## config.mk

```make
export PLATFORM = sky130hd
export DESIGN_NAME = disp_load_seq
export DESIGN_NICKNAME = d
export VERILOG_FILES = /design/src/rtl/disp_load_seq.sv
export SDC_FILE = /design/constraint.sdc
export NUM_CORES = 1
export LEC_CHECK = 0
export CAP_MARGIN = 20
export CORE_ASPECT_RATIO = 0.9
export CORE_MARGIN = 5
export CORE_UTILIZATION = 25
export DETAILED_ROUTE_END_ITERATION = 6
export MAX_ROUTING_LAYER = met4
export PLACE_DENSITY = 0.6
export SLEW_MARGIN = 20
export SYNTH_ARGS = -nofsm -noshare
export SYNTH_HDL_FRONTEND = slang
export SYNTH_SLANG_ARGS = --single-unit
```

## constraint.sdc

```tcl
create_clock -name clk -period 4.75 [get_ports clk]
set_input_delay 1.1875 -clock clk [delete_from_list [all_inputs] [get_ports clk]]
set_output_delay 1.1875 -clock clk [all_outputs]
set_load 0.01 [all_outputs]
```

## src/rtl/disp_load_seq.sv

```systemverilog
// Two-requester display loader: captures a 4-digit hex value plus decimal points
// and writes four active-low segment patterns into the display mux buffers.
// Optional leading-zero blanking is enabled by defining DISP_LZ_BLANK_EN.
module disp_load_seq (
  input  logic        clk,
  input  logic        reset,
  input  logic        req0,
  input  logic        req1,
  input  logic [15:0] val0,
  input  logic [15:0] val1,
  input  logic [3:0]  dp0,
  input  logic [3:0]  dp1,
  output logic        gnt0,
  output logic        gnt1,
  output logic        load,
  output logic [1:0]  bufdestino,
  output logic [7:0]  datai,
  output logic        busy,
  output logic        done
);

  typedef enum logic [1:0] {IDLE, WRITE, DONE} state_t;

  state_t      state, state_nxt;
  logic [1:0]  cnt, cnt_nxt;
  logic [15:0] cap_val;
  logic [3:0]  cap_dp;
  logic        last;
  logic        pick0, pick1;
  logic [3:0]  nib;
  logic        blank;
  logic [7:0]  pat;

  // Tie goes to whichever requester was not served last.
  always_comb begin
    pick0 = req0 && (!req1 || last);
    pick1 = req1 && !pick0;
  end

  always_comb begin
    state_nxt = state;
    cnt_nxt   = cnt;
    case (state)
      IDLE:  if (req0 || req1) begin
               state_nxt = WRITE;
               cnt_nxt   = 2'd0;
             end
      WRITE: begin
               cnt_nxt = cnt + 2'd1;
               if (cnt == 2'd3) state_nxt = DONE;
             end
      DONE:  state_nxt = IDLE;
      default: state_nxt = IDLE;
    endcase
  end

  always_ff @(posedge clk) begin
    if (reset) begin
      state   <= IDLE;
      cnt     <= 2'd0;
      cap_val <= 16'd0;
      cap_dp  <= 4'd0;
      last    <= 1'b1;
      gnt0    <= 1'b0;
      gnt1    <= 1'b0;
    end else begin
      state <= state_nxt;
      cnt   <= cnt_nxt;
      gnt0  <= (state == IDLE) && pick0;
      gnt1  <= (state == IDLE) && pick1;
      if (state == IDLE && (pick0 || pick1)) begin
        cap_val <= pick0 ? val0 : val1;
        cap_dp  <= pick0 ? dp0  : dp1;
        last    <= pick1;
      end
    end
  end

  assign nib = cap_val[{cnt, 2'b00} +: 4];

`ifdef DISP_LZ_BLANK_EN
  always_comb begin
    case (cnt)
      2'd3:    blank = (cap_val[15:12] == 4'd0);
      2'd2:    blank = (cap_val[15:8]  == 8'd0);
      2'd1:    blank = (cap_val[15:4]  == 12'd0);
      default: blank = 1'b0;
    endcase
  end
`else
  assign blank = 1'b0;
`endif

  // Patterns carry bit0 = 1 (dp off); XOR with the dp enable lights it.
  always_comb begin
    case (nib)
      4'h0: pat = 8'h03;  4'h1: pat = 8'h9F;
      4'h2: pat = 8'h25;  4'h3: pat = 8'h0D;
      4'h4: pat = 8'h99;  4'h5: pat = 8'h49;
      4'h6: pat = 8'h41;  4'h7: pat = 8'h1F;
      4'h8: pat = 8'h01;  4'h9: pat = 8'h09;
      4'hA: pat = 8'h11;  4'hB: pat = 8'hC1;
      4'hC: pat = 8'h63;  4'hD: pat = 8'h85;
      4'hE: pat = 8'h61;  default: pat = 8'h71;
    endcase
    if (blank) pat = 8'hFF;
  end

  always_comb begin
    load       = (state == WRITE);
    busy       = (state != IDLE);
    done       = (state == DONE);
    bufdestino = load ? cnt : 2'd0;
    datai      = load ? (pat ^ {7'd0, cap_dp[cnt]}) : 8'd0;
  end

endmodule

```

-- Word level (Yosys, flattened, before mapping)
Memory sizes are Yosys's and may differ from the RTL's.
Cells that the tools add are included.
- register bits after elaboration: 27
- memory bits (read-only): 112
- input bits: 44
- word-level logic and storage cells: 43
- memories: 1
- memory list (memory ; words ; bits a word ; rd ports ; clocked after Yosys merged registers in ; write ports ; line ; source):
    (no name shown) ; 16 ; 7 ; 1 ; 0 ; 0 ; 96 ; case (nib)
- add/subtract/negate cells: 1
- order comparisons: 1
- equality and inequality tests: 5
- shifts and indexed selects: 1
- mux-type cells: 11
- bitwise logic cells: 1
- reductions and logical operators: 15
- operators by type and width (kind ; number):
    two-way mux 16 bit ; 1
    indexed part select 16 x 5 -> 4 bit ; 1
    two-way mux 2 bit ; 4
    two-way mux 8 bit ; 1
    case mux 2 bit (2 select lines) ; 2
    bitwise XOR 8 x 1 -> 8 bit ; 1
    logical AND 1 bit ; 5
    == test 2 bit, second input constant ; 2
    two-way mux 4 bit ; 1
    AND reduction 2 bit ; 2
    nonzero test 2 bit ; 2
    logical OR 1 bit ; 3
    < comparator 2 x 3 -> 1 bit, second input constant ; 1
    adder 2 x 1 -> 2 bit, second input constant ; 1
    binary-select mux 1 bit (select 2 bit) ; 1
    == test 2 x 1 -> 1 bit, second input constant ; 1
    logical NOT 1 bit ; 2
    logical NOT 2 bit ; 1
    inequality test 2 x 1 -> 1 bit, second input constant ; 1
    inequality test 2 bit, second input constant ; 1
    two-way mux 1 bit ; 1

-- Longest topological paths before layout
- depth in word-level cells: 7
- gate-level depth with buffers: 7
- mapped depth without buffers: 6

-- Worst setup path before layout
No wires, ideal clock.
- kind: reg-to-output
- from: register cnt[0]
- to: output port datai[4]
- arrival: 1952 ps
- data required time: 3563 ps
- path slack: 1610 ps
- stages on the path, launching flop included: 8
- buffers on the path: 1
- cells stage by stage: dfxtp_1 buf_6 mux4_2 inv_1 ha_1 inv_1 mux4_2 and2_1
- cells in the longest elaborated chain, start to end: 4
- RTL lines (what ; line ; source):
    start, declared ; 25 ; logic [1:0] cnt, cnt_nxt;
    start signal, assigned ; 68 ; cnt <= cnt_nxt;
    indexed part select 16 x 5 -> 4 bit ; 79 ; assign nib = cap_val[{cnt, 2'b00} +: 4];
    memory (16 x 7 bit) ; -- ;
    bitwise XOR 8 x 1 -> 8 bit ; 114 ; datai = load ? (pat ^ {7'd0, cap_dp[cnt]}) : 8'd0;
    two-way mux 8 bit ; 114 ;
    end, declared ; 17 ; output logic [7:0] datai,
No other way between the ends.

-- Worst setup path after layout
Same ends and word-level chain as after synthesis.

==> flow_summary.json <==
{
  "final_cell_mix": "clkdlybuf4s50_1 (58), nor2_1 (29), dfxtp_1 (27)",
  "p_comb_frac": 0.332,
  "grt_pass1_vias": 1233,
  "arrival_ns": 2.93,
  "crit_buf_inv": 3,
  "crit_fanout": 9,
  "fp-row-count": 27,
  "drive_gt1_frac": 0.0639,
  "hp-class": "flip-flop to flip-flop",
  "place_area_mm2": 0.00221,
  "syn-num-nets": 220,
  "critPathMaxStageDelay_ns": 0.63,
  "crit_slowest_cell": "mux4_2",
  "fmax_ghz": 0.243,
  "synth-main-ff-cell": "dfxtp_1",
  "setup_viol": 0,
  "hpwl_um": 2830,
  "vias": 1316,
  "final_nets": 272,
  "grt_max_degree": 42,
  "path_clk_slew_ns": 0.08,
  "wl_per_cell_um": 11.6,
  "synth_top_area_cell": "dfxtp_1",
  "cts_resized": 0,
  "syn-instance-count": 168,
  "gp_congestion": 0.760,
  "worstSetupPathType": "flip-flop to output port",
  "postCtsSetupRepairBufs": 0,
  "io_pins": 59,
  "clk_path_buf_depth": 2,
  "drv_cap": 0,
  "power_frac_clock": 0.217,
  "final_area_mm2": 0.00226,
  "htree_levels": 1,
  "switching_power_mw": 0.166,
  "postRouteAntennaNets": 0,
  "peakVddDrop_v": 0.000111,
  "maxSlewHeadroom": 0.338,
  "synth_area_mm2": 0.00157,
  "num-fill-cells": 657,
  "synth_edf_count": 0,
  "port_buffers": 58,
  "initial_core_util": 0.256,
  "yosysWarnings": 0,
  "cts_made_buffers": 3,
  "final_common_cell": "clkdlybuf4s50_1",
  "ys_types": 31,
  "ctsHoldBuffers": 0,
  "die_area_mm2": 0.00795,
  "switching_share": 0.286,
  "core_mm2": 0.00611,
  "crit_path_start_kind": "flip-flop",
  "syn_area_per_cell_um2": 9.32,
  "grt_antenna_before_repair": 0,
  "leakagePower_nw": 0.879,
  "cpLargestDelayFamily": "multiplexers",
  "end_kind": "output port",
  "final_util": 0.369,
  "area_delta_synth_final_pct": 44.2,
  "route.detailed.drc": 0,
  "num_antenna_cells": 0,
  "crit_chain": "mux4_2 -> inv_1 -> ha_1 -> inv_1 -> mux4_2 -> and2_1 -> clkdlybuf4s50_1",
  "firstDrtPassIters": 6,
  "cp.required_ns": 3.56,
  "status": "finished clean",
  "die_x_um": 93.4,
  "cts_tree": "done",
  "period_needed_ns": 4.12,
  "initialDrtViolationCount": 55,
  "cts_sinks": 27,
  "yosysSeqAreaShare": 0.345,
  "clock-skew-final_ns": 0.00207,
  "slew_violations": 0,
  "p_int_mw": 0.414,
  "avgViaCountPerCell": 4.30,
  "r2r_slack_ns": 2.99,
  "power_density_mw_per_mm2": 257,
  "hold_viol_final": 0,
  "ys_ff_latch": 27,
  "tns_ns": 0,
  "synthTopCellsByArea": "dfxtp_1 (35%), mux2i_1 (14%), a211oi_1 (9.6%), mux4_2 (8.6%), nor2_1 (7.0%)",
  "drt-total-wl_um": 3560,
  "cts_root_buf": "clkbuf_8",
  "die_h_um": 85.1,
  "min_period_over_period": 0.868,
  "grt_pass1_wl_um": 5870,
  "rsz0062_at_grt": "false",
  "tightest_slew_ns": 0.990,
  "grt_overflow": 0,
  "synth-async-reset-ratio": 0,
  "worstSkewPairLatency_ns": 0.27,
  "fin_total_pwr_mw": 0.580,
  "sequentialPowerShare": 0.452,
  "grt_use_total": 0.0932,
  "holdWs_ns": 0.502,
  "synth_top_area_share": 0.345
}
-- state kept, by name (all words and copies together) (netlist names) --
name and flops:
cap_dp 4, state 2, cap_val 16, cnt 2, last 1, gnt0 1
gnt1 1
-- final timing paths --
path / startpoint / endpoint / depth (start not counted)
max: cnt[0]$_SDFFE_PP0P_ / datai[4] / 7
min: cap_val[8]$_SDFFE_PP0P_ / cap_val[8]$_SDFFE_PP0P_ / 2
max reg2reg: last$_SDFFE_PP1P_ / cap_val[8]$_SDFFE_PP0P_ / 4
min reg2reg: cap_val[8]$_SDFFE_PP0P_ / cap_val[8]$_SDFFE_PP0P_ / 2
-- power by group through the flow --
stage | Combinational [mW] | Clock (mW) | Sequential, mW
after global routing | 0.215 | 0.144 | 0.265
after CTS | 0.195 | 0.132 | 0.262
after floorplan | 0.122 | 0 | 0.262
final | 0.192 | 0.126 | 0.262
after detailed placement | 0.195 | 0 | 0.268
after global placement | 0.193 | 0 | 0.268
-- metal layers --
layer  vias to the layer above  share of wire  GRT usage
met1                       559           0.51      0.132
met5                         -              0          -
li1                        712              -          -
met3                         4          0.061     0.0168
met4                         0         0.0084     0.0280
met2                        41           0.42      0.134
-- cells in the mapped netlist, drive strengths merged, types with 2 or more instances --
cell and number:
a211oi 20, a31oi 2, nand2b 2, nand2 2, dfxtp 27, inv 7
nor3 2, and2 4, ha 8, mux2i 22, buf 7, a21oi 6
o21ai 4, nor2 29, nand3b 2, clkbuf 6, nand3 2, mux4 6
-- stage by stage --
stage / std cells / setup WS (ns)
after floorplan: 168 / 1.61
after global placement: 302 / 0.969
after detailed placement: 302 / 0.883
after CTS: 306 / 0.578
after global routing: 306 / 0.459
final: 306 / 0.628
-- worst min-delay path, cell delays in order, from the launching register on --
cell and delay, ns:
dfxtp_1 0.31, nor2_1 0.09, a211oi_1 0.05
-- layout make-up --
cell class                      count  area, µm²  share of cell area
Tap cell                           87        109              0.0482
Sequential cell                    27        541               0.239
Clock buffer                        4       45.0              0.0200
Timing Repair Buffer               60        596               0.264
Multi-Input combinational cell    121        941               0.417
Inverter                            7       26.3              0.0116
-- logic make-up (layout without fill, tap and decap cells) --
kind of cell | Yosys count | in the layout | synth area share
AO/OA/AOI/OAI | 36 | 36 | 0.155
adder cells (fa/ha/maj) | 8 | 8 | 0.0640
AND/OR/NAND/NOR | 48 | 48 | 0.145
buffers and inverters | 20 | 71 | 0.0560
flip-flops | 27 | 27 | 0.345
multiplexers | 29 | 29 | 0.234
Power figures use the tool's default switching activity.
